===== config.mk =====
export PLATFORM = sky130hd
export DESIGN_NAME = sprite_draw_engine
export DESIGN_NICKNAME = d
export VERILOG_FILES = /design/src/rtl/sprite_pkg.sv /design/src/rtl/sprite_draw_engine_pixel_counter.sv /design/src/rtl/sprite_draw_engine.sv
export SDC_FILE = /design/constraint.sdc
export NUM_CORES = 1
export LEC_CHECK = 0
export CORE_UTILIZATION = 35
export CTS_CLUSTER_SIZE = 28
export DETAILED_ROUTE_END_ITERATION = 10
export SLEW_MARGIN = 25
export SYNTH_ARGS = -nofsm -noshare
export SYNTH_HDL_FRONTEND = slang
export SYNTH_SLANG_ARGS = --single-unit

===== constraint.sdc =====
create_clock -name clk -period 3.8 [get_ports clk]
set_input_delay 1.14 -clock clk [delete_from_list [all_inputs] [get_ports clk]]
set_output_delay 1.14 -clock clk [all_outputs]
set_load 0.01 [all_outputs]

===== src/rtl/sprite_pkg.sv =====
// Purpose: shared constants, field slices and state encoding for the sprite pipeline.
// Latency: n/a (definitions only).
// Backpressure: n/a.
package sprite_pkg;

    localparam int SPRITE_DIM = 8;
    localparam int LOG2_DIM   = $clog2(SPRITE_DIM);
    localparam int COLOR_W    = 8;
    localparam int IMG_W      = 8;
    localparam int ADDR_W     = IMG_W + 2 * LOG2_DIM;

    localparam int SCREEN_W   = 320;
    localparam int SCREEN_H   = 240;

    localparam logic [COLOR_W-1:0] TRANSPARENT = 8'h00;

    // Packed coordinate layout {x[8:0], y[7:0]}, shared with the movement stage
    localparam int X_MSB = 16;
    localparam int X_LSB = 8;
    localparam int Y_MSB = 7;

    typedef enum logic [2:0] {
        IDLE    = 3'd0,
        READ    = 3'd1,
        WAIT    = 3'd2,
        WRITE   = 3'd3,
        ADVANCE = 3'd4
    } draw_state_t;

endpackage


===== src/rtl/sprite_draw_engine_pixel_counter.sv =====
// Purpose: row-major row/col cursor over one sprite block, with look-ahead of the next position.
// Latency: cursor moves one cycle after advance; next-position outputs are combinational.
// Backpressure: none; the owner decides when to advance.
module sprite_pixel_counter
    import sprite_pkg::*;
(
    input  logic                clk,
    input  logic                rst_n,
    input  logic                clear,
    input  logic                advance,
    output logic [LOG2_DIM-1:0] row,
    output logic [LOG2_DIM-1:0] col,
    output logic [LOG2_DIM-1:0] nxt_row,
    output logic [LOG2_DIM-1:0] nxt_col,
    output logic                last_pixel
);

    localparam logic [LOG2_DIM-1:0] LAST = '1;
    localparam logic [LOG2_DIM-1:0] ONE  = LOG2_DIM'(1);

    // Next cursor position: column wraps into the following row
    always_comb begin
        nxt_col = col + ONE;
        nxt_row = row;
        if (col == LAST) begin
            nxt_col = '0;
            nxt_row = row + ONE;
        end
    end

    assign last_pixel = (row == LAST) && (col == LAST);

    // Cursor register: clear on a new command, step on each retired pixel
    always_ff @(posedge clk or negedge rst_n) begin
        if (!rst_n) begin
            row <= '0;
            col <= '0;
        end else if (clear) begin
            row <= '0;
            col <= '0;
        end else if (advance) begin
            row <= nxt_row;
            col <= nxt_col;
        end
    end

endmodule


===== src/rtl/sprite_draw_engine.sv =====
// Purpose: walk one sprite image in ROM and write its visible, opaque pixels to the frame buffer.
// Latency: 3 cycles per skipped pixel, 4 cycles plus fb stall per written pixel.
// Backpressure: WRITE holds all fb_* outputs until fb_rdy; no new command while busy.
module sprite_draw_engine
    import sprite_pkg::*;
(
    input  logic               clk,
    input  logic               rst_n,
    input  logic               draw_sprite_start,
    input  logic [IMG_W-1:0]   draw_sprite_image,
    input  logic [16:0]        draw_sprite_coordinates,
    output logic               draw_sprite_rdy,
    output logic               draw_done,
    output logic               rom_re,
    output logic [ADDR_W-1:0]  rom_addr,
    input  logic [COLOR_W-1:0] rom_data,
    output logic               fb_we,
    output logic [8:0]         fb_x,
    output logic [7:0]         fb_y,
    output logic [COLOR_W-1:0] fb_color,
    input  logic               fb_rdy
);

    localparam logic [9:0] X_LIMIT = 10'(SCREEN_W);
    localparam logic [8:0] Y_LIMIT = 9'(SCREEN_H);

    draw_state_t         state;
    logic [IMG_W-1:0]    image;
    logic [8:0]          base_x;
    logic [7:0]          base_y;
    logic [LOG2_DIM-1:0] row;
    logic [LOG2_DIM-1:0] col;
    logic [LOG2_DIM-1:0] nxt_row;
    logic [LOG2_DIM-1:0] nxt_col;
    logic                last_pixel;
    logic                accept;
    logic                step;
    logic [9:0]          px;
    logic [8:0]          py;
    logic                skip;

    assign accept = (state == IDLE) && draw_sprite_start;
    assign step   = (state == ADVANCE);

    sprite_pixel_counter u_cursor (
        .clk        (clk),
        .rst_n      (rst_n),
        .clear      (accept),
        .advance    (step),
        .row        (row),
        .col        (col),
        .nxt_row    (nxt_row),
        .nxt_col    (nxt_col),
        .last_pixel (last_pixel)
    );

    // Screen position is one bit wider than the axis so a sprite straddling the edge clips instead of wrapping
    assign px   = {1'b0, base_x} + {{(10 - LOG2_DIM){1'b0}}, col};
    assign py   = {1'b0, base_y} + {{(9 - LOG2_DIM){1'b0}}, row};
    // One verdict covers transparency and both edges, so a pixel is retired exactly once
    assign skip = (rom_data == TRANSPARENT) || (px >= X_LIMIT) || (py >= Y_LIMIT);

    // Draw sequencer; every output is registered and set on the transition into the state that owns it.
    // The ROM read data is forwarded straight into fb_color when the write is launched, so no separate pixel latch is kept.
    always_ff @(posedge clk or negedge rst_n) begin
        if (!rst_n) begin
            state           <= IDLE;
            image           <= '0;
            base_x          <= '0;
            base_y          <= '0;
            draw_sprite_rdy <= 1'b1;
            draw_done       <= 1'b0;
            rom_re          <= 1'b0;
            rom_addr        <= '0;
            fb_we           <= 1'b0;
            fb_x            <= '0;
            fb_y            <= '0;
            fb_color        <= '0;
        end else begin
            draw_done <= 1'b0;
            rom_re    <= 1'b0;
            case (state)
                IDLE: begin
                    if (draw_sprite_start) begin
                        image           <= draw_sprite_image;
                        base_x          <= draw_sprite_coordinates[X_MSB:X_LSB];
                        base_y          <= draw_sprite_coordinates[Y_MSB:0];
                        draw_sprite_rdy <= 1'b0;
                        rom_re          <= 1'b1;
                        rom_addr        <= {draw_sprite_image, {(2 * LOG2_DIM){1'b0}}};
                        state           <= READ;
                    end
                end
                READ: begin
                    state <= WAIT;
                end
                WAIT: begin
                    if (skip) begin
                        draw_done <= last_pixel;
                        state     <= ADVANCE;
                    end else begin
                        fb_we    <= 1'b1;
                        fb_x     <= px[8:0];
                        fb_y     <= py[7:0];
                        fb_color <= rom_data;
                        state    <= WRITE;
                    end
                end
                WRITE: begin
                    if (fb_rdy) begin
                        fb_we     <= 1'b0;
                        draw_done <= last_pixel;
                        state     <= ADVANCE;
                    end
                end
                ADVANCE: begin
                    if (last_pixel) begin
                        draw_sprite_rdy <= 1'b1;
                        state           <= IDLE;
                    end else begin
                        rom_re   <= 1'b1;
                        rom_addr <= {image, nxt_row, nxt_col};
                        state    <= READ;
                    end
                end
                default: begin
                    draw_sprite_rdy <= 1'b1;
                    fb_we           <= 1'b0;
                    state           <= IDLE;
                end
            endcase
        end
    end

endmodule


==> impl_metrics.py, run 1 <==
metrics = {
    "outcome": {
        "status": "finished, final reports clean",
    },
    "sta": {
        "tns_ns": 0,
        "hold_viol_final": 0,
        "period_minus_slack_ns": 3.05,
        "clock_skew_ns": 0.00938,
        "grt_setup_unrepaired": "no",
        "finalSetupViolCount": 0,
        "slew_violations": 0,
        "hold_slack_ns": 0.493,
        "maxSlewHeadroom": 0.480,
        "worst-slew-pin-transition_ns": 0.780,
        "fmax_mhz": 328,
        "period_share": 0.803,
        "worst_slack_ns": 0.749,
    },
    "route": {
        "routed_via_density": 4.75,
        "routed_wire_length_per_instance_um": 14.6,
        "drc": 0,
        "via_count": 2415,
        "firstDrtPassIters": 4,
        "drtIter0Drc": 53,
        "wirelength_um": 7430,
        "ant_nets": 0,
    },
    "critical_path": {
        "reg2reg_to": "fb_color[1]",
        "worstPathMaxFanout": 20,
        "critPathArrivalTime_ns": 3.29,
        "cp.required_ns": 4.04,
        "cp-end-kind": "register",
        "start_kind": "input pin",
        "crit_type": "in2reg",
        "rrSetupSlack_ns": 0.86,
        "ff2ff_path_depth": 9,
        "r2r_start": "u_cursor.row[0]",
    },
    "cells_and_area": {
        "seq_area_um2": 1930,
        "fin_util": 0.482,
        "final_cell_area_um2": 4780,
        "mostFrequentLayoutCells": "clkdlybuf4s50_1, dfrtp_1, nand2_1",
        "multi_input_area_um2": 1620,
        "final_common_cell": "clkdlybuf4s50_1",
        "final_cells": 508,
        "fill_cells": 939,
        "syn_to_final_growth_pct": 31.9,
        "nets": 419,
        "antennaDiodeCount": 0,
        "layout-drive-gt1-share": 0.187,
    },
    "placement": {
        "dp_worst_setup_slack_ns": 0.359,
        "dpl.cell_count": 492,
        "gp_congestion": 0.752,
        "dpl-instance-area_um2": 4550,
        "portBuffers": 79,
        "hpwl_um": 5230,
    },
    "yosys": {
        "synthesis.instances": 287,
        "ys_seq_area_frac": 0.532,
        "synth_top_area_cell": "dfrtp_1",
        "synth.area.top_cells": "dfrtp_1, mux2_2, mux2_4",
        "synth_nets": 336,
        "syn_avg_cell_area_um2": 12.6,
        "ys_async_sr_fraction": 1.00,
        "synth_edf_count": 0,
        "ys_ff_latch": 77,
        "synthDistinctLibCells": 46,
        "synth.top_cell.area_share": 0.525,
        "synth.cell_area_um2": 3620,
        "synth_warnings": 0,
        "synth_ff_type": "dfrtp_1",
    },
    "clock_tree": {
        "cts_resized": 0,
        "cts_max_path_buffers": 2,
        "cts_max_level": 3,
        "cts_tree": "done",
        "cts_buffers": 9,
        "clock-root-buffer": "clkbuf_8",
        "postCtsSetupBuffers": 0,
        "path_clk_slew_ns": 0.08,
        "clkSinkCount": 77,
        "clock_latency_ns": 0.35,
        "holdBufCountCts": 0,
    },
    "floorplan": {
        "die_area_um2": 10800,
        "rows": 36,
        "coreArea_um2": 9910,
        "initial_core_util": 0.366,
        "ioPinCount": 80,
        "fp.dieW_um": 104,
        "die_y_um": 104,
    },
    "worst_hold_path": {
        "hold_class": "reg2reg",
        "hold_path_depth": 2,
        "min_from": "rom_addr[6]",
        "min_to": "rom_addr[6]",
    },
    "job": {
        "cap_violations": 0,
    },
    "power_and_ir_drop": {
        "p_leak_nw": 2.10,
        "power_mw": 3.90,
        "peakVddDrop_uv": 378,
        "power_density_nw_per_um2": 817,
    },
    "global_route": {
        "antenna_found_initial": 0,
        "grt_usage": 0.145,
        "gr-total-overflow": 0,
        "grt_pass1_vias": 2495,
        "grt_start_max_net_pins": 78,
        "grt_first_pass_wirelength_um": 12400,
    },
}
==> how the worst max path moves through the flow <==
| stage | cells past startpoint | start | slack [ns] | to |
|---|---|---|---|---|
| floorplan | 7 | rom_data[0] | 1.13 | fb_color[6] |
| global route | 8 | rom_data[3] | 0.69 | fb_x[6] |
| global placement | 8 | rom_data[1] | 0.41 | fb_x[8] |
| CTS | 8 | rom_data[3] | 0.75 | fb_color[7] |
| finish | 8 | rom_data[3] | 0.75 | fb_x[4] |
| detailed placement | 8 | rom_data[3] | 0.36 | fb_color[7] |
==> cell type report <==
| cell class | count | area share |
|---|---|---|
| flip-flops and latches | 77 | 0.404 |
| multi-input cells | 193 | 0.339 |
| repair buffers | 82 | 0.170 |
| well taps | 133 | 0.0348 |
| clock buffers | 11 | 0.0296 |
| clock inverters | 5 | 0.0175 |
| inverters | 7 | 0.00550 |
==> power breakdown <==
part / internal, mW / switching, mW
Clock: 0.389 / 0.308
Sequential: 1.20 / 0.283
Combinational: 1.02 / 0.702
==> critical path: stages <==
cell             delay (ns)
clkdlybuf4s50_1        0.48
nor4_1                 0.06
a221o_1                0.34
a31o_1                 0.21
a211oi_4               0.24
nand3_4                0.19
buf_4                  0.29
mux2_4                 0.33
==> state kept, by name (all words and copies together) (netlist names), 3 cells and up <==
register and cells:
fb_x 9, base_x 9, image 8, fb_y 8
u_cursor.col 3, state 3, base_y 8, fb_color 8
rom_addr 14, u_cursor.row 3
==> synth_stat cells (all sizes together) (2+ instances only) <==
master,number
dfrtp,76
mux2,47
nand2,34
o21ai,17
mux2i,11
ha,10
xnor2,8
inv,7
a21oi,6
nor2b,6
xor2,6
buf,5
clkbuf,5
nor2,5
a21o,4
and3,3
nand2b,3
nor3,3
nor4,3
o31ai,3
a211oi,2
a32o,2
and2,2
fa,2
nand3,2
==> cells by family after synthesis <==
kind of cell / after synthesis / synth area share
AO/OA/AOI/OAI: 44 / 0.0829
XOR/XNOR: 14 / 0.0338
adder cells (fa/ha/maj): 12 / 0.0456
buffers and inverters: 17 / 0.0224
flip-flops: 77 / 0.532
multiplexers: 58 / 0.195
AND/OR/NAND/NOR: 65 / 0.0881
==> metal layers <==
layer,wire (um),track usage,vias up
met4,65,0.0367,0
met1,3420,0.186,1163
met5,0,0,-
met2,3420,0.226,68
met3,512,0.0623,6
li1,-,-,1178
No activity file was read; power rests on OpenSTA's default activity.
==> inputs of run 2 (changes only) <==
clock period = 3.1 ns   (was 3.8 ns; I/O delays follow)
==> impl_metrics.py, run 2 (same netlist as run 1, synthesis figures left out) <==
metrics = {
    "route": {
        "drtIter0Drc": 45,
        "routed_wire_length_per_instance_um": 14.9,
        "firstDrtPassIters": 4,
        "via_count": 2436,
        "ant_nets": 0,
        "routed_via_density": 4.77,
        "wirelength_um": 7600,
        "drc": 0,
    },
    "outcome": {
        "status": "finished, final reports clean",
    },
    "global_route": {
        "grtUsageMet1": 0.196,
        "grt_usage": 0.154,
        "gr-total-overflow": 0,
        "grt_first_pass_wirelength_um": 13200,
        "grt_pass1_vias": 2671,
        "busiest_layer": "met2",
        "grt_use_met2": 0.247,
        "grt_start_max_net_pins": 78,
        "antenna_found_initial": 0,
        "use_met3": 0.0510,
    },
    "clock_tree": {
        "path_clk_slew_ns": 0.08,
        "cts_buffers": 9,
        "cts_tree": "done",
        "cts_resized": 0,
        "postCtsSetupBuffers": 0,
        "clock-root-buffer": "clkbuf_8",
        "clock_latency_ns": 0.35,
        "clkSinkCount": 77,
        "cts_max_path_buffers": 2,
        "holdBufCountCts": 0,
        "cts_max_level": 3,
    },
    "sta": {
        "grt_setup_unrepaired": "no",
        "maxSlewHeadroom": 0.540,
        "worst-slew-pin-transition_ns": 0.689,
        "tns_ns": 0,
        "period_share": 0.876,
        "hold_viol_final": 0,
        "hold_slack_ns": 0.484,
        "period_minus_slack_ns": 2.72,
        "fmax_mhz": 368,
        "clock_skew_ns": 0.00914,
        "finalSetupViolCount": 0,
        "slew_violations": 0,
    },
    "critical_path": {
        "crit_type": "reg2reg",
        "critPathArrivalTime_ns": 2.95,
        "cp.required_ns": 3.34,
        "cp-end-kind": "register",
        "start_kind": "register",
        "worstPathMaxFanout": 20,
    },
    "power_and_ir_drop": {
        "power_density_nw_per_um2": 1000,
        "p_sw_frac": 0.331,
        "p_leak_nw": 2.13,
        "p_clk_frac": 0.176,
        "p_sw_mw": 1.60,
        "p_comb_frac": 0.447,
        "intPower_mw": 3.23,
        "seqPwrFrac": 0.377,
        "peakVddDrop_uv": 456,
    },
    "placement": {
        "hpwl_um": 5450,
        "portBuffers": 79,
        "gp_congestion": 0.773,
    },
    "floorplan": {
        "initial_core_util": 0.366,
        "coreArea_um2": 9910,
        "ioPinCount": 80,
        "fp.dieW_um": 104,
        "rows": 36,
        "die_y_um": 104,
        "die_area_um2": 10800,
    },
    "cells_and_area": {
        "antennaDiodeCount": 0,
        "final_common_cell": "clkdlybuf4s50_1",
        "mostFrequentLayoutCells": "clkdlybuf4s50_1, dfrtp_1, nand2_1",
        "reg_top3": "rom_addr (14), base_x (9), fb_x (9)",
        "syn_to_final_growth_pct": 32.8,
        "top_register": "rom_addr",
        "largest_reg_flops": 14,
        "layout-drive-gt1-share": 0.196,
        "nets": 422,
    },
    "worst_hold_path": {
        "hold_class": "reg2reg",
    },
    "job": {
        "cap_violations": 0,
    },
}
## run 2: changes by cell type in the layout (fill, tap and decap cells not counted)
cell / change
clkinv_2: +2
buf_12: +1
buf_4: +2
clkinvlp_4: -1
clkbuf_1: -1
## run 2: final timing paths
path	from	endpoint	slack [ns]	cells past startpoint
max in group asynchronous	rst_n	rom_addr[0]	2.02	1
min reg2reg	rom_addr[6]	rom_addr[6]	0.48	2
max	u_cursor.row[0]	fb_color[1]	0.38	9
min	rom_addr[6]	rom_addr[6]	0.48	2
min in group asynchronous	rst_n	fb_y[3]	0.60	1
max reg2reg	u_cursor.row[0]	fb_color[1]	0.38	9
## run 2: area by class of cell
class,instances,area (um^2)
Clock inverter,6,86.3
Fill cell,919,5100
Inverter,7,26.3
Clock buffer,10,138
Timing Repair Buffer,85,850
Tap cell,133,166
Multi-Input combinational cell,193,1620
Sequential cell,77,1930
## run 2: power groups by stage
stage,sequential [mW],combinational [mW],clock [mW]
floorplan,1.86,1.28,0
detailed placement,1.85,2.19,0
global placement,1.83,2.14,0
finish,1.82,2.16,0.851
CTS,1.83,2.19,0.882
global route,1.89,2.36,0.919
## run 2: routing by layer
| layer | vias up | share of wire |
|---|---|---|
| met5 | - | 0 |
| met4 | 0 | 0.015 |
| met3 | 9 | 0.058 |
| met2 | 72 | 0.46 |
| met1 | 1172 | 0.46 |
| li1 | 1183 | - |
## run 2: through the flow
stage / utilization / setup WS, ns / power (mW) / cells / area [um^2]
6_report: 0.486 / 0.384 / 4.83 / 511 / 4810
5_1_grt: 0.486 / 0.218 / 5.17 / 511 / 4810
4_1_cts: 0.485 / 0.359 / 4.90 / 511 / 4810
3_5_place_dp: 0.463 / 0.0358 / 4.04 / 495 / 4580
3_3_place_gp: 0.463 / 0.127 / 3.97 / 495 / 4580
2_1_floorplan: - / 0.616 / 3.14 / 287 / 3620
## run 2: worst max-delay path, stage by stage, from the launching register on
cell and delay, ns:
dfrtp_1 0.44, ha_1 0.23, fa_1 0.42, a21oi_1 0.23, nor2b_1 0.08, xor2_1 0.18, nand4_1 0.28, nand3_4 0.19
buf_12 0.20, mux2_2 0.36
==> inputs of run 3 (changes only) <==
GPL_TIMING_DRIVEN = 0   (was default)
==> impl_metrics.py, run 3 (same netlist as run 1, synthesis figures left out) <==
metrics = {
    "floorplan": {
        "ioPinCount": 80,
        "die_y_um": 104,
        "fp.dieW_um": 104,
        "initial_core_util": 0.366,
        "coreArea_um2": 9910,
        "die_area_um2": 10800,
        "rows": 36,
    },
    "placement": {
        "hpwl_um": 5590,
        "gp_congestion": 0.764,
        "portBuffers": 79,
    },
    "sta": {
        "worst-slew-pin-transition_ns": 0.739,
        "grt_setup_unrepaired": "no",
        "finalSetupViolCount": 0,
        "period_share": 0.907,
        "period_minus_slack_ns": 2.81,
        "hold_viol_final": 0,
        "fmax_mhz": 356,
        "slew_violations": 0,
        "tns_ns": 0,
        "clock_skew_ns": 0.0116,
        "maxSlewHeadroom": 0.507,
    },
    "critical_path": {
        "worstPathMaxFanout": 10,
        "critPathArrivalTime_ns": 3.04,
        "start_kind": "input pin",
        "cp-end-kind": "register",
        "crit_type": "in2reg",
        "cp.required_ns": 3.33,
    },
    "power_and_ir_drop": {
        "power_density_nw_per_um2": 986,
        "p_sw_frac": 0.337,
        "p_comb_frac": 0.463,
        "p_leak_nw": 2.12,
        "p_sw_mw": 1.59,
        "seqPwrFrac": 0.379,
        "power_mw": 4.72,
        "peakVddDrop_uv": 432,
        "p_clk_frac": 0.158,
        "intPower_mw": 3.13,
    },
    "clock_tree": {
        "cts_buffers": 9,
        "holdBufCountCts": 0,
        "path_clk_slew_ns": 0.07,
        "cts_max_level": 3,
        "clock_latency_ns": 0.35,
        "clock-root-buffer": "clkbuf_8",
        "cts_resized": 0,
        "postCtsSetupBuffers": 0,
        "cts_tree": "done",
        "clkSinkCount": 77,
        "cts_max_path_buffers": 2,
    },
    "cells_and_area": {
        "top_register": "rom_addr",
        "multi_input_area_um2": 1610,
        "nets": 427,
        "seq_area_um2": 1930,
        "largest_reg_flops": 14,
        "layout-drive-gt1-share": 0.185,
        "reg_top3": "rom_addr (14), base_x (9), fb_x (9)",
        "antennaDiodeCount": 0,
        "syn_to_final_growth_pct": 32.2,
        "mostFrequentLayoutCells": "clkdlybuf4s50_1, dfrtp_1, nand2_1",
        "fill_cells": 922,
        "final_common_cell": "clkdlybuf4s50_1",
    },
    "global_route": {
        "grt_usage": 0.152,
        "gr-total-overflow": 0,
        "grt_start_max_net_pins": 42,
        "grt_pass1_vias": 2629,
        "grt_first_pass_wirelength_um": 12900,
        "antenna_found_initial": 0,
    },
    "job": {
        "cap_violations": 0,
    },
    "outcome": {
        "status": "finished, final reports clean",
    },
    "route": {
        "wirelength_um": 7650,
        "routed_via_density": 4.84,
        "firstDrtPassIters": 4,
        "ant_nets": 0,
        "routed_wire_length_per_instance_um": 14.8,
        "drtIter0Drc": 92,
        "drc": 0,
        "via_count": 2499,
    },
    "worst_hold_path": {
        "hold_class": "reg2reg",
    },
}
==> run 3: per-stage QoR <==
step	cell area, um^2	utilization	std cells	hold slack, ns	worst slack, ns
6_report	4790	0.483	516	0.489	0.288
5_1_grt	4790	0.483	516	0.520	0.167
4_1_cts	4790	0.483	516	0.499	0.285
3_5_place_dp	4600	0.464	500	0.472	-0.0914
3_3_place_gp	4580	0.462	499	0.464	-1.72
2_1_floorplan	3620	-	287	0.479	0.616
==> run 3: final cells by class <==
type,count,area share
buffer,10,0.0115
sequential,77,0.403
timing repair buffer,80,0.169
clock buffer,11,0.0295
multi-input combinational,193,0.337
tap,133,0.0347
clock inverter,5,0.0104
inverter,7,0.00549
==> run 3: worst max-delay path, cell delays in order <==
cell	delay [ns]
clkdlybuf4s50_1	0.49
nor4_1	0.06
a221o_1	0.36
a31o_1	0.23
a211oi_4	0.25
nand3_4	0.20
buf_6	0.22
mux2_4	0.31
==> run 3: worst paths after layout <==
kind                            startpoint               to  slack [ns]  cells past startpoint
max                            rom_data[2]          fb_x[5]        0.29                      8
max in group asynchronous            rst_n  draw_sprite_rdy        1.91                      2
min                            rom_addr[5]      rom_addr[5]        0.49                      2
min in group asynchronous            rst_n          fb_y[4]        0.54                      1
max reg2reg                u_cursor.row[0]          fb_x[5]        0.34                      9
min reg2reg                    rom_addr[5]      rom_addr[5]        0.49                      2
==> run 3: power by group through the flow <==
stage          clock (mW)  combinational [mW]  sequential [mW]
4_1_cts             0.776                2.23             1.80
3_5_place_dp            0                2.22             1.81
6_report            0.745                2.19             1.79
3_3_place_gp            0                2.17             1.80
2_1_floorplan           0                1.28             1.86
5_1_grt             0.818                2.37             1.85
==> run 3: layer usage <==
| metal | vias up | wire (um) | track usage |
|---|---|---|---|
| met5 | - | 0 | 0 |
| met4 | 0 | 97 | 0.0459 |
| met3 | 10 | 476 | 0.0516 |
| met2 | 72 | 3640 | 0.249 |
| met1 | 1220 | 3430 | 0.191 |
| li1 | 1197 | - | - |
